### src/rtl/byte_serial_add_sub.sv
// Multi-cycle N-byte adder/subtractor: streams operands LSB-first through one
// 8-bit carry-select slice and returns the full-width sum, carry and overflow.
module byte_serial_add_sub #(
  parameter int NBYTES = 4
) (
  input  logic                  clk,
  input  logic                  rst,
  input  logic                  in_valid,
  output logic                  in_ready,
  input  logic [8*NBYTES-1:0]   a,
  input  logic [8*NBYTES-1:0]   b,
  input  logic                  sub,
  output logic                  out_valid,
  input  logic                  out_ready,
  output logic [8*NBYTES-1:0]   result,
  output logic                  cout,
  output logic                  ovf,
  output logic                  busy
);

  localparam int W  = 8 * NBYTES;
  localparam int IW = (NBYTES > 2) ? $clog2(NBYTES) : 1;

  typedef enum logic [1:0] {IDLE, RUN, DONE} state_t;

  state_t        state, state_next;
  logic [W-1:0]  opa, opb, acc, acc_next;
  logic          carry;
  logic [IW-1:0] idx;
  logic [7:0]    sl_a, sl_b, sl_sum, sum0, sum1;
  logic          sl_cout, c0, c1, last, accept;

  // Pick the active byte and splice the slice sum into the working register.
  always_comb begin
    sl_a     = '0;
    sl_b     = '0;
    acc_next = acc;
    for (int k = 0; k < NBYTES; k++) begin
      if (idx == IW'(k)) begin
        sl_a                = opa[8*k +: 8];
        sl_b                = opb[8*k +: 8];
        acc_next[8*k +: 8]  = sl_sum;
      end
    end
  end

  assign {c0, sum0} = {1'b0, sl_a} + {1'b0, sl_b};
  assign {c1, sum1} = {1'b0, sl_a} + {1'b0, sl_b} + 9'd1;
  assign sl_sum     = carry ? sum1 : sum0;
  assign sl_cout    = carry ? c1 : c0;

  assign last   = (idx == IW'(NBYTES - 1));
  assign accept = (state == IDLE) && in_valid;

  always_ff @(posedge clk or posedge rst) begin
    if (rst) state <= IDLE;
    else     state <= state_next;
  end

  always_comb begin
    state_next = state;
    case (state)
      IDLE:    if (in_valid)  state_next = RUN;
      RUN:     if (last)      state_next = DONE;
      DONE:    if (out_ready) state_next = IDLE;
      default:                state_next = IDLE;
    endcase
  end

  assign in_ready  = (state == IDLE) && !rst;
  assign out_valid = (state == DONE);
  assign busy      = (state != IDLE);

  always_ff @(posedge clk or posedge rst) begin
    if (rst) begin
      opa    <= '0;
      opb    <= '0;
      acc    <= '0;
      carry  <= 1'b0;
      idx    <= '0;
      result <= '0;
      cout   <= 1'b0;
      ovf    <= 1'b0;
    end else if (accept) begin
      opa   <= a;
      opb   <= sub ? ~b : b;
      carry <= sub;
      idx   <= '0;
      acc   <= '0;
    end else if (state == RUN) begin
      acc   <= acc_next;
      carry <= sl_cout;
      idx   <= idx + IW'(1);
      // Outputs only change once the top byte is done; the carry into bit 7
      // is recovered from sum and operand MSBs.
      if (last) begin
        result <= acc_next;
        cout   <= sl_cout;
        ovf    <= sl_sum[7] ^ sl_a[7] ^ sl_b[7] ^ sl_cout;
      end
    end
  end

endmodule

### config.mk
export PLATFORM = sky130hd
export DESIGN_NAME = byte_serial_add_sub
export DESIGN_NICKNAME = d
export VERILOG_FILES = /design/src/rtl/byte_serial_add_sub.sv
export SDC_FILE = /design/constraint.sdc
export NUM_CORES = 1
export LEC_CHECK = 0
export BUFFER_PORTS_ARGS = -buffer_cell sky130_fd_sc_hd__buf_2
export CORE_MARGIN = 1
export CORE_UTILIZATION = 51
export CTS_BUF_LIST = sky130_fd_sc_hd__clkbuf_16
export DETAILED_ROUTE_END_ITERATION = 8
export GPL_TIMING_DRIVEN = 0
export PLACE_DENSITY = 0.76
export SLEW_MARGIN = 20
export SYNTH_ARGS = -nofsm -noshare
export SYNTH_HDL_FRONTEND = slang
export SYNTH_SLANG_ARGS = --single-unit
### constraint.sdc
create_clock -name clk -period 4.5 [get_ports clk]
set_input_delay 0.9 -clock clk [delete_from_list [all_inputs] [get_ports clk]]
set_output_delay 0.9 -clock clk [all_outputs]
set_load 0.02 [all_outputs]
==> results of run 1 <==
==> cells in the mapped netlist (all sizes together) <==
cell type	count	area (um2)
nand3	2	10.0
or3	1	6.26
nor2b	1	6.26
o211ai	3	22.5
a211oi	12	100
xor2	5	43.8
xnor2	42	375
ha	13	163
inv	7	26.3
a21oi	36	180
nand2b	2	12.5
a22o	26	228
o21ai	88	440
buf	11	41.3
nand3b	1	7.51
fa	1	20.0
and2	3	18.8
dfrtp	127	3180
o211a	3	30.0
a221o	1	10.0
a21boi	1	7.51
o21a	1	7.51
a22oi	1	7.51
a2111oi	1	15.0
mux2i	7	70.1
nor4	2	25.0
o221ai	1	8.76
nor2	58	218
nor3	1	5.00
xnor3	1	22.5
o31ai	1	7.51
o21bai	2	15.0
nand2	200	751
a21o	14	105
nand4	1	6.26
clkbuf	37	139
==> worst reg2reg max path: cells and delay by family, from the launching register on <==
| family | cells | cell delay, ns |
|---|---|---|
| flops | 1 | 0.40 |
| xor+xnor | 2 | 0.44 |
| fa+ha+maj | 4 | 1.27 |
| buf+inv | 2 | 0.36 |
| simple gates | 4 | 0.53 |
| compound gates | 6 | 1.13 |
==> power by group <==
part | switching [mW] | leakage, nW | total, mW | internal (mW)
clock network | 0.477 | 0.267 | 1.26 | 0.788
registers | 0.269 | 1.62 | 1.90 | 1.63
logic | 2.49 | 1.90 | 3.88 | 1.39
total | 3.23 | 3.79 | 7.04 | 3.81
==> per-stage QoR <==
step | area [um2] | std cells
after floorplan | 6330 | 714
after global placement | 7060 | 986
after detailed placement | 7090 | 987
after CTS | 7630 | 1015
after global routing | 7680 | 1013
final | 7680 | 1013
==> path summary, 6_finish.rpt <==
kind	to	from	cells after the start	slack, ns
worst max-delay path	ovf	idx[1]	18	0.25
worst min-delay path	result[28]	result[28]	1	0.47
worst max register to register	ovf	idx[1]	18	0.25
worst min register to register	result[28]	result[28]	1	0.47
max in group asynchronous	opa[21]	rst	3	3.25
min in group asynchronous	opa[4]	rst	2	0.55
==> cells by family after synthesis <==
group | after synthesis
buf+inv | 55
fa+ha+maj | 14
mux | 7
simple gates | 272
compound gates | 191
xor+xnor | 48
flops | 127
==> per-layer routing <==
metal / global-route usage [%] / up-vias / routed length (um)
met5: 0 / - / 0
met4: 11.8 / 0 / 422
met3: 5.21 / 36 / 987
met2: 45.8 / 222 / 7950
met1: 33.6 / 2611 / 6790
li1: - / 2635 / -
==> flip-flops by register name, indices dropped and copies added, names as in the netlist <==
| signal | count |
|---|---|
| cout | 1 |
| ovf | 1 |
| opa | 32 |
| acc | 24 |
| carry | 1 |
| idx | 2 |
| opb | 32 |
| state | 2 |
| result | 32 |
==> timing repair <==
item | in CTS | in global routing
resized for setup | 4 | 17
endpoints found under the setup margin | 20 | 30
endpoints found under the hold margin | 0 | 0
pin swaps | 0 | 1
==> layout make-up <==
type / instances / share of cell area (%)
Sequential cell: 127 / 41.4
Multi-Input combinational cell: 532 / 39.0
Timing Repair Buffer: 105 / 7.14
Clock buffer: 17 / 5.54
Tap cell: 168 / 2.74
Buffer: 45 / 2.36
Clock inverter: 12 / 1.40
Inverter: 7 / 0.407
==> impl_metrics.csv, run 1 <==
group,metric,value,unit
global_route,grt_pass1_vias,5447,
synthesis,synth_compound_area_share,18.7,%
final_layout,layout_common_cells,"200 x nand2_1, 127 x dfrtp_1, 107 x buf_2",
worst_setup_path,critPathBufInv,2,
worst_setup_path,cp_cell_sequence,"inv_1, ha_4, clkbuf_4, nor2_1, a21oi_1, nor2_1, a21oi_1, o21ai_0, ha_1, fa_1, ha_1, nand3_1, a2111oi_4, o221ai_2, nor4_2, xnor2_1, xnor2_1, o21ai_1",
final_layout,final_core_util,63.7,%
routing,drtIter0Drc,325,
clock_tree,clock_path_buffers,2,
timing,rsz0062_at_grt,"false",
timing,fin_worst_skew,0.00678,ns
clock_tree,cts_made_buffers,17,
global_route,grt.overflow.total,0,
timing,maxSlewViolCount,0,
clock_tree,clk_pin_slew,0.05,ns
synthesis,ys_ff_latch,127,
final_layout,regArea,0.00318,mm2
synthesis,synth.distinct_cells,39,
placement,dpl.hpwl,11.6,mm
floorplanning,initial_core_util,52.5,%
synthesis,syn_nets,797,
final_layout,multi_input_area,0.00300,mm2
synthesis,synth_fa_ha_area_share,2.89,%
final_layout,nets,918,
synthesis,synth_mux_area_share,1.11,%
worst_setup_path,startpoint_type,"register",
synthesis,synth_top_family_by_area,"compound AO/OA/AOI/OAI gates",
global_route,grt_max_degree,69,
pwr,powerDensity,917,mW/mm2
synthesis,netlist_area,0.00633,mm2
global_route,antenna_found_initial,0,
placement,gp_congestion,0.869,
routing,drt_wl_total,16.2,mm
final_layout,antenna_cells,0,
worst_setup_path,arrival,4.54,ns
worst_setup_path,end_kind,"register",
timing,final-hold-violation-count,0,
floorplanning,row_count,40,
routing,drt-pass1-iter-count,5,
final_layout,num-fill-cells,1005,
final_layout,final_common_cell,"nand2_1",
synthesis,yosysWarnings,0,
final_layout,drive_gt1_share,17.6,%
timing,setup_viol,0,
synthesis,synth-simple-area-share,16.8,%
timing,fin_tns_setup,0,ns
floorplanning,pin_count,106,
worst_setup_path,slowest_stage,"fa_1",
routing,drtAntennaViolNets,0,
timing,hold-worst-slack,0.468,ns
worst_setup_path,worstSetupPathType,"reg -> reg",
clock_tree,clkLatencyLatePin,0.42,ns
global_route,grt_first_pass_wirelength,26.3,mm
job,cap_violations,0,
worst_setup_path,path_max_fanout,10,
timing,period_share,94.5,%
routing,wl_per_cell,15.9,um
timing,maxSlewHeadroom,41.9,%
synthesis,synth-xor-area-share,6.98,%
clock_tree,root_buffer,"clkbuf_16",
floorplanning,die_area,0.0129,mm2
floorplanning,coreArea,0.0121,mm2
worst_setup_path,cpLargestDelayFamily,"adder cells",
final_layout,area_delta_synth_final,21.3,%
clock_tree,tritoncts,"yes",
timing,fin_crit,4.25,ns
synthesis,syn_area_per_cell,8.87,um2
run_status,status,"completed",
worst_setup_path,required,4.79,ns
synthesis,syn_inst,714,
global_route,grt_use_total,26.9,%
timing,worst_pin_slew,0.866,ns
pwr,p_total,7.04,mW
clock_tree,cts.sinks,127,
floorplanning,die_h,113,um
pwr,ir_worst_vdd,527,uV
timing,timing.final.ws_setup,0.248,ns
pwr,leakage,3.79,nW
synthesis,yosysSeqAreaShare,50.2,%
floorplanning,die_w,113,um
timing,max_clock_freq,235,MHz
routing,route.detailed.drc,0,
routing,vias,5504,
hold_path,hp-class,"reg -> reg",
clock_tree,postCtsHoldBufs,0,
clock_tree,htree_levels,4,
routing,vias_per_cell,5.43,
placement,io_buffer_count,104,
worst_setup_path,cpPeakStageDelay,0.58,ns
clock_tree,cts_setup_buffers,0,
placement,pre_cts_ws,-0.229,ns
(Power assumes the default switching activity.)
==> inputs of run 2 (changes only) <==
--- a/config.mk
+++ b/config.mk
@@ -11,7 +11,7 @@
 export CTS_BUF_LIST = sky130_fd_sc_hd__clkbuf_16
 export DETAILED_ROUTE_END_ITERATION = 8
 export GPL_TIMING_DRIVEN = 0
-export PLACE_DENSITY = 0.76
+export PLACE_DENSITY = 0.73
 export SLEW_MARGIN = 20
 export SYNTH_ARGS = -nofsm -noshare
 export SYNTH_HDL_FRONTEND = slang
==> impl_metrics.csv, run 2 (same netlist as run 1, synthesis figures left out) <==
group,metric,value,unit
pwr,combPwrFrac,54.6,%
routing,drtAntennaViolNets,0,
placement,gp_congestion,0.844,
global_route,grt_use_total,27.1,%
timing,maxSlewViolCount,0,
final_layout,reg.largest.list,"opa x32, opb x32, result x32",
clock_tree,clkLatencyLatePin,0.42,ns
routing,wl_per_cell,15.9,um
timing,fin_worst_skew,0.00923,ns
clock_tree,cts_setup_buffers,0,
clock_tree,cts.sinks,127,
final_layout,final_core_util,63.9,%
placement,io_buffer_count,104,
floorplanning,row_count,40,
pwr,powerDensity,921,mW/mm2
floorplanning,pin_count,106,
clock_tree,clk_pin_slew,0.05,ns
global_route,grtUsageMet1,33.3,%
global_route,grt_max_degree,67,
worst_setup_path,slowest_stage,"fa_1",
floorplanning,die_area,0.0129,mm2
timing,worst_pin_slew,0.764,ns
global_route,antenna_found_initial,0,
pwr,leakage,3.83,nW
final_layout,drive_gt1_share,17.7,%
worst_setup_path,critPathBufInv,2,
job,cap_violations,0,
run_status,status,"completed",
timing,final-hold-violation-count,0,
timing,setup_viol,0,
routing,vias,5446,
pwr,p_clk_share,18.6,%
clock_tree,root_buffer,"clkbuf_16",
worst_setup_path,r2r_end,"acc[14]",
floorplanning,die_w,113,um
routing,vias_per_cell,5.37,
pwr,ir_worst_vdd,502,uV
routing,drt_wl_total,16.1,mm
worst_setup_path,reg2reg_from,"idx[1]",
timing,max_clock_freq,234,MHz
pwr,switching_share,45.5,%
hold_path,hp-class,"reg -> reg",
clock_tree,htree_levels,4,
clock_tree,tritoncts,"yes",
hold_path,hold_start,"result[13]",
worst_setup_path,r2r_slack,0.23,ns
final_layout,antenna_cells,0,
global_route,grt_pass1_vias,5492,
worst_setup_path,cp_cell_sequence,"inv_1, ha_4, buf_2, nor2_1, a21oi_1, nor2_1, a21oi_1, o21ai_0, ha_1, fa_1, ha_1, nand3_1, a2111oi_4, o221ai_1, nor2_1, xnor2_2, nor2_1, a22o_1",
clock_tree,clock_path_buffers,2,
worst_setup_path,cpPeakStageDelay,0.57,ns
placement,dpl.hpwl,11.9,mm
worst_setup_path,worstSetupPathType,"reg -> reg",
pwr,p_switching,3.23,mW
floorplanning,coreArea,0.0121,mm2
worst_setup_path,end_kind,"register",
timing,period_share,95.0,%
global_route,top_usage_layer,"met2",
final_layout,area_delta_synth_final,21.8,%
routing,drt-pass1-iter-count,5,
hold_path,hold_end,"result[13]",
final_layout,final_common_cell,"nand2_1",
worst_setup_path,cpLargestDelayFamily,"adder cells",
floorplanning,die_h,113,um
floorplanning,initial_core_util,52.5,%
worst_setup_path,r2r_cells,18,
timing,fin_crit,4.27,ns
placement,pre_cts_ws,-0.213,ns
final_layout,nets,918,
pwr,p_int,3.87,mW
global_route,met2_usage,47.1,%
clock_tree,cts_made_buffers,17,
routing,route.detailed.drc,0,
worst_setup_path,startpoint_type,"register",
routing,drtIter0Drc,317,
global_route,grtUsageMet3,6.32,%
clock_tree,postCtsHoldBufs,0,
worst_setup_path,required,4.80,ns
timing,maxSlewHeadroom,48.7,%
worst_setup_path,path_max_fanout,10,
pwr,power_frac_seq,26.8,%
worst_setup_path,crit_top_cell,"nor2_1",
hold_path,hold_depth,1,
global_route,grt_first_pass_wirelength,26.5,mm
timing,timing.final.ws_setup,0.227,ns
global_route,grt.overflow.total,0,
worst_setup_path,arrival,4.58,ns
final_layout,layout_common_cells,"200 x nand2_1, 127 x dfrtp_1, 107 x buf_2",
run 2: cell type report:
cell class,count,area (um2)
inverters,7,31.3
flip-flops and latches,127,3180
well taps,168,210
fillers,1061,4350
repair buffers,105,548
clock buffers,17,425
clock inverters,13,135
plain buffers,45,181
multi-input cells,532,3000
run 2: timing repair:
action | in CTS | in global routing
gates resized for setup | 4 | 17
pin swaps | 0 | 2
cloned | 0 | 0
endpoints found under the setup margin | 27 | 30
run 2: power groups by stage:
| stage | logic [mW] | registers [mW] | clock network [mW] |
|---|---|---|---|
| 6_report | 3.88 | 1.90 | 1.32 |
| 5_1_grt | 4.25 | 1.95 | 1.39 |
| 4_1_cts | 3.79 | 1.89 | 1.33 |
| 3_5_place_dp | 3.75 | 1.91 | 0 |
| 3_3_place_gp | 3.65 | 1.88 | 0 |
| 2_1_floorplan | 2.61 | 1.99 | 0 |
run 2: through the flow:
stage               hold slack (ns)  cells  TNS (ns)  instance area (um2)  total power [mW]
global placement              0.454    986   -132.31                 7060              5.54
detailed placement            0.461    987     -1.86                 7090              5.66
global route                  0.483   1014   -0.0335                 7710              7.59
finish                        0.468   1014         0                 7710              7.10
CTS                           0.472   1016         0                 7650              7.01
floorplan                     0.446    714         0                 6330              4.60
run 2: worst max path at each step:
stage	startpoint	depth (start not counted)	endpoint
4_1_cts	idx[0]	17	acc[14]
3_3_place_gp	rst	2	result[13]
6_report	idx[1]	18	acc[14]
2_1_floorplan	rst	1	acc[0]
5_1_grt	idx[1]	18	acc[14]
3_5_place_dp	idx[1]	19	acc[14]
run 2: routing by layer:
layer	share of wire, %	up-vias
met2	50	183
met1	42	2601
met5	0	-
met4	1.9	0
li1	-	2635
met3	5.6	27
run 2: worst reg2reg max path, cell delays in order (launching register included):
cell       delay (ns)
dfrtp_1          0.41
inv_1            0.15
ha_4             0.22
buf_2            0.23
nor2_1           0.07
a21oi_1          0.22
nor2_1           0.09
a21oi_1          0.12
o21ai_0          0.09
ha_1             0.26
fa_1             0.57
ha_1             0.23
nand3_1          0.14
a2111oi_4        0.37
o221ai_1         0.21
nor2_1           0.22
xnor2_2          0.19
nor2_1           0.12
a22o_1           0.26
==> inputs of run 3 (changes only) <==
--- a/config.mk
+++ b/config.mk
@@ -6,6 +6,7 @@
 export NUM_CORES = 1
 export LEC_CHECK = 0
 export BUFFER_PORTS_ARGS = -buffer_cell sky130_fd_sc_hd__buf_2
+export CORE_ASPECT_RATIO = 2
 export CORE_MARGIN = 1
 export CORE_UTILIZATION = 51
 export CTS_BUF_LIST = sky130_fd_sc_hd__clkbuf_16
==> impl_metrics.csv, run 3 (same netlist as run 1, synthesis figures left out) <==
group,metric,value,unit
placement,pre_cts_ws,-0.405,ns
clock_tree,cts_made_buffers,17,
worst_setup_path,cpPeakStageDelay,0.56,ns
worst_setup_path,path_max_fanout,10,
worst_setup_path,slowest_stage,"fa_1",
timing,setup_viol,0,
pwr,p_switching,3.48,mW
hold_path,hold_end,"result[8]",
routing,drt-pass1-iter-count,5,
clock_tree,clk_pin_slew,0.06,ns
timing,rsz0062_at_grt,"false",
final_layout,layout_common_cells,"200 x nand2_1, 126 x dfrtp_1, 107 x buf_2",
worst_setup_path,r2r_slack,0.11,ns
clock_tree,cts.sinks,127,
final_layout,stdcell_area,0.00781,mm2
timing,fin_crit,4.39,ns
floorplanning,initial_core_util,52.2,%
routing,wl_per_cell,17.6,um
timing,hold-worst-slack,0.470,ns
worst_setup_path,reg2reg_from,"idx[1]",
timing,timing.final.ws_setup,0.115,ns
pwr,leakage,3.87,nW
pwr,p_clk_share,19.2,%
worst_setup_path,r2r_cells,18,
routing,drtIter0Drc,358,
timing,worst_pin_slew,0.793,ns
final_layout,antenna_cells,0,
worst_setup_path,required,4.80,ns
worst_setup_path,end_kind,"register",
clock_tree,clock_path_buffers,2,
hold_path,hold_start,"result[8]",
pwr,power_frac_seq,25.4,%
final_layout,final_core_util,64.4,%
hold_path,hp-class,"reg -> reg",
pwr,ir_worst_vdd,442,uV
pwr,powerDensity,963,mW/mm2
worst_setup_path,startpoint_type,"register",
floorplanning,die_area,0.0129,mm2
global_route,grt_use_total,29.1,%
run_status,status,"completed",
pwr,p_total,7.52,mW
floorplanning,row_count,57,
floorplanning,die_w,80.8,um
final_layout,regArea,0.00318,mm2
pwr,switching_share,46.2,%
hold_path,hold_depth,2,
pwr,combPwrFrac,55.5,%
worst_setup_path,critPathBufInv,2,
clock_tree,clkLatencyLatePin,0.42,ns
floorplanning,pin_count,106,
pwr,p_int,4.04,mW
routing,vias_per_cell,5.69,
placement,gp_congestion,0.901,
routing,drtAntennaViolNets,0,
timing,maxSlewHeadroom,45.6,%
clock_tree,htree_levels,4,
final_layout,reg.largest.list,"opa x32, opb x32, result x32",
clock_tree,root_buffer,"clkbuf_16",
final_layout,drive_gt1_share,19.2,%
floorplanning,coreArea,0.0121,mm2
worst_setup_path,crit_top_cell,"nor2_1",
final_layout,area_delta_synth_final,23.4,%
job,cap_violations,0,
final_layout,num-fill-cells,1052,
worst_setup_path,r2r_end,"acc[14]",
final_layout,nets,922,
routing,vias,5682,
final_layout,multi_input_area,0.00304,mm2
timing,maxSlewViolCount,0,
clock_tree,tritoncts,"yes",
timing,final-hold-violation-count,0,
worst_setup_path,cpLargestDelayFamily,"compound AO/OA/AOI/OAI gates",
placement,dpl.hpwl,13.2,mm
placement,place_area,0.00707,mm2
placement,io_buffer_count,104,
global_route,grt.overflow.total,0,
final_layout,final_common_cell,"nand2_1",
timing,max_clock_freq,228,MHz
global_route,grt_first_pass_wirelength,27.6,mm
worst_setup_path,worstSetupPathType,"reg -> reg",
routing,route.detailed.drc,0,
global_route,grt_max_degree,74,
global_route,grt_pass1_vias,5678,
worst_setup_path,cp_cell_sequence,"inv_1, ha_4, clkbuf_4, nor2_1, a21oi_1, nor2_1, a21oi_1, o21ai_0, ha_1, fa_1, ha_1, nand3_1, a2111oi_4, o221ai_2, nor2_2, xnor2_2, nor2_1, a22o_1",
timing,fin_worst_skew,0.00785,ns
routing,drt_wl_total,17.5,mm
global_route,antenna_found_initial,0,
timing,period_share,97.4,%
worst_setup_path,arrival,4.69,ns
floorplanning,die_h,160,um
-- run 3: final cells by class --
type	instances	area share (%)
clock buffers	17	5.45
flip-flops and latches	127	40.7
inverters	7	0.400
multi-input cells	532	38.9
repair buffers	109	7.40
clock inverters	15	2.50
plain buffers	45	2.29
well taps	147	2.35
-- run 3: repair_timing --
action                                  CTS  global route
buffers inserted                          0             4
endpoints found under the setup margin   33            19
gates resized for setup                  10            16
pin swaps                                 1             3
hold buffers                              0             0
-- run 3: worst max-delay path by stage --
stage	from	end	cells after the start
detailed placement	idx[1]	acc[14]	19
global route	idx[1]	acc[14]	18
finish	idx[1]	acc[14]	18
CTS	idx[1]	acc[14]	18
floorplan	rst	acc[0]	1
global placement	rst	opb[19]	2
-- run 3: layer usage --
metal / part of all wire [%] / vias up / GRT usage (%)
met5: 0 / - / 0
met3: 3.3 / 73 / 4.41
met1: 34 / 2752 / 27.5
li1: - / 2649 / -
met2: 57 / 208 / 55.0
met4: 6.0 / 0 / 18.2
-- run 3: worst register-to-register path, stage by stage (launching register included) --
cell       delay, ns
dfrtp_1         0.41
inv_1           0.15
ha_4            0.22
clkbuf_4        0.22
nor2_1          0.06
a21oi_1         0.23
nor2_1          0.07
a21oi_1         0.21
o21ai_0         0.12
ha_1            0.29
fa_1            0.56
ha_1            0.22
nand3_1         0.13
a2111oi_4       0.40
o221ai_2        0.18
nor2_2          0.17
xnor2_2         0.20
nor2_1          0.15
a22o_1          0.28
-- run 3: per-stage QoR --
step                      std cells  setup TNS, ns
after CTS                       996              0
after global placement          965        -125.03
after detailed placement        966          -6.41
final                           999              0
after global routing            999              0
after floorplan                 714              0
-- run 3: power by group through the flow --
stage / registers, mW / logic, mW / clock network, mW
after global routing: 1.96 / 4.50 / 1.49
after global placement: 1.89 / 3.76 / 0
after CTS: 1.90 / 3.95 / 1.45
final: 1.91 / 4.17 / 1.44
after floorplan: 1.99 / 2.61 / 0
after detailed placement: 1.91 / 3.86 / 0
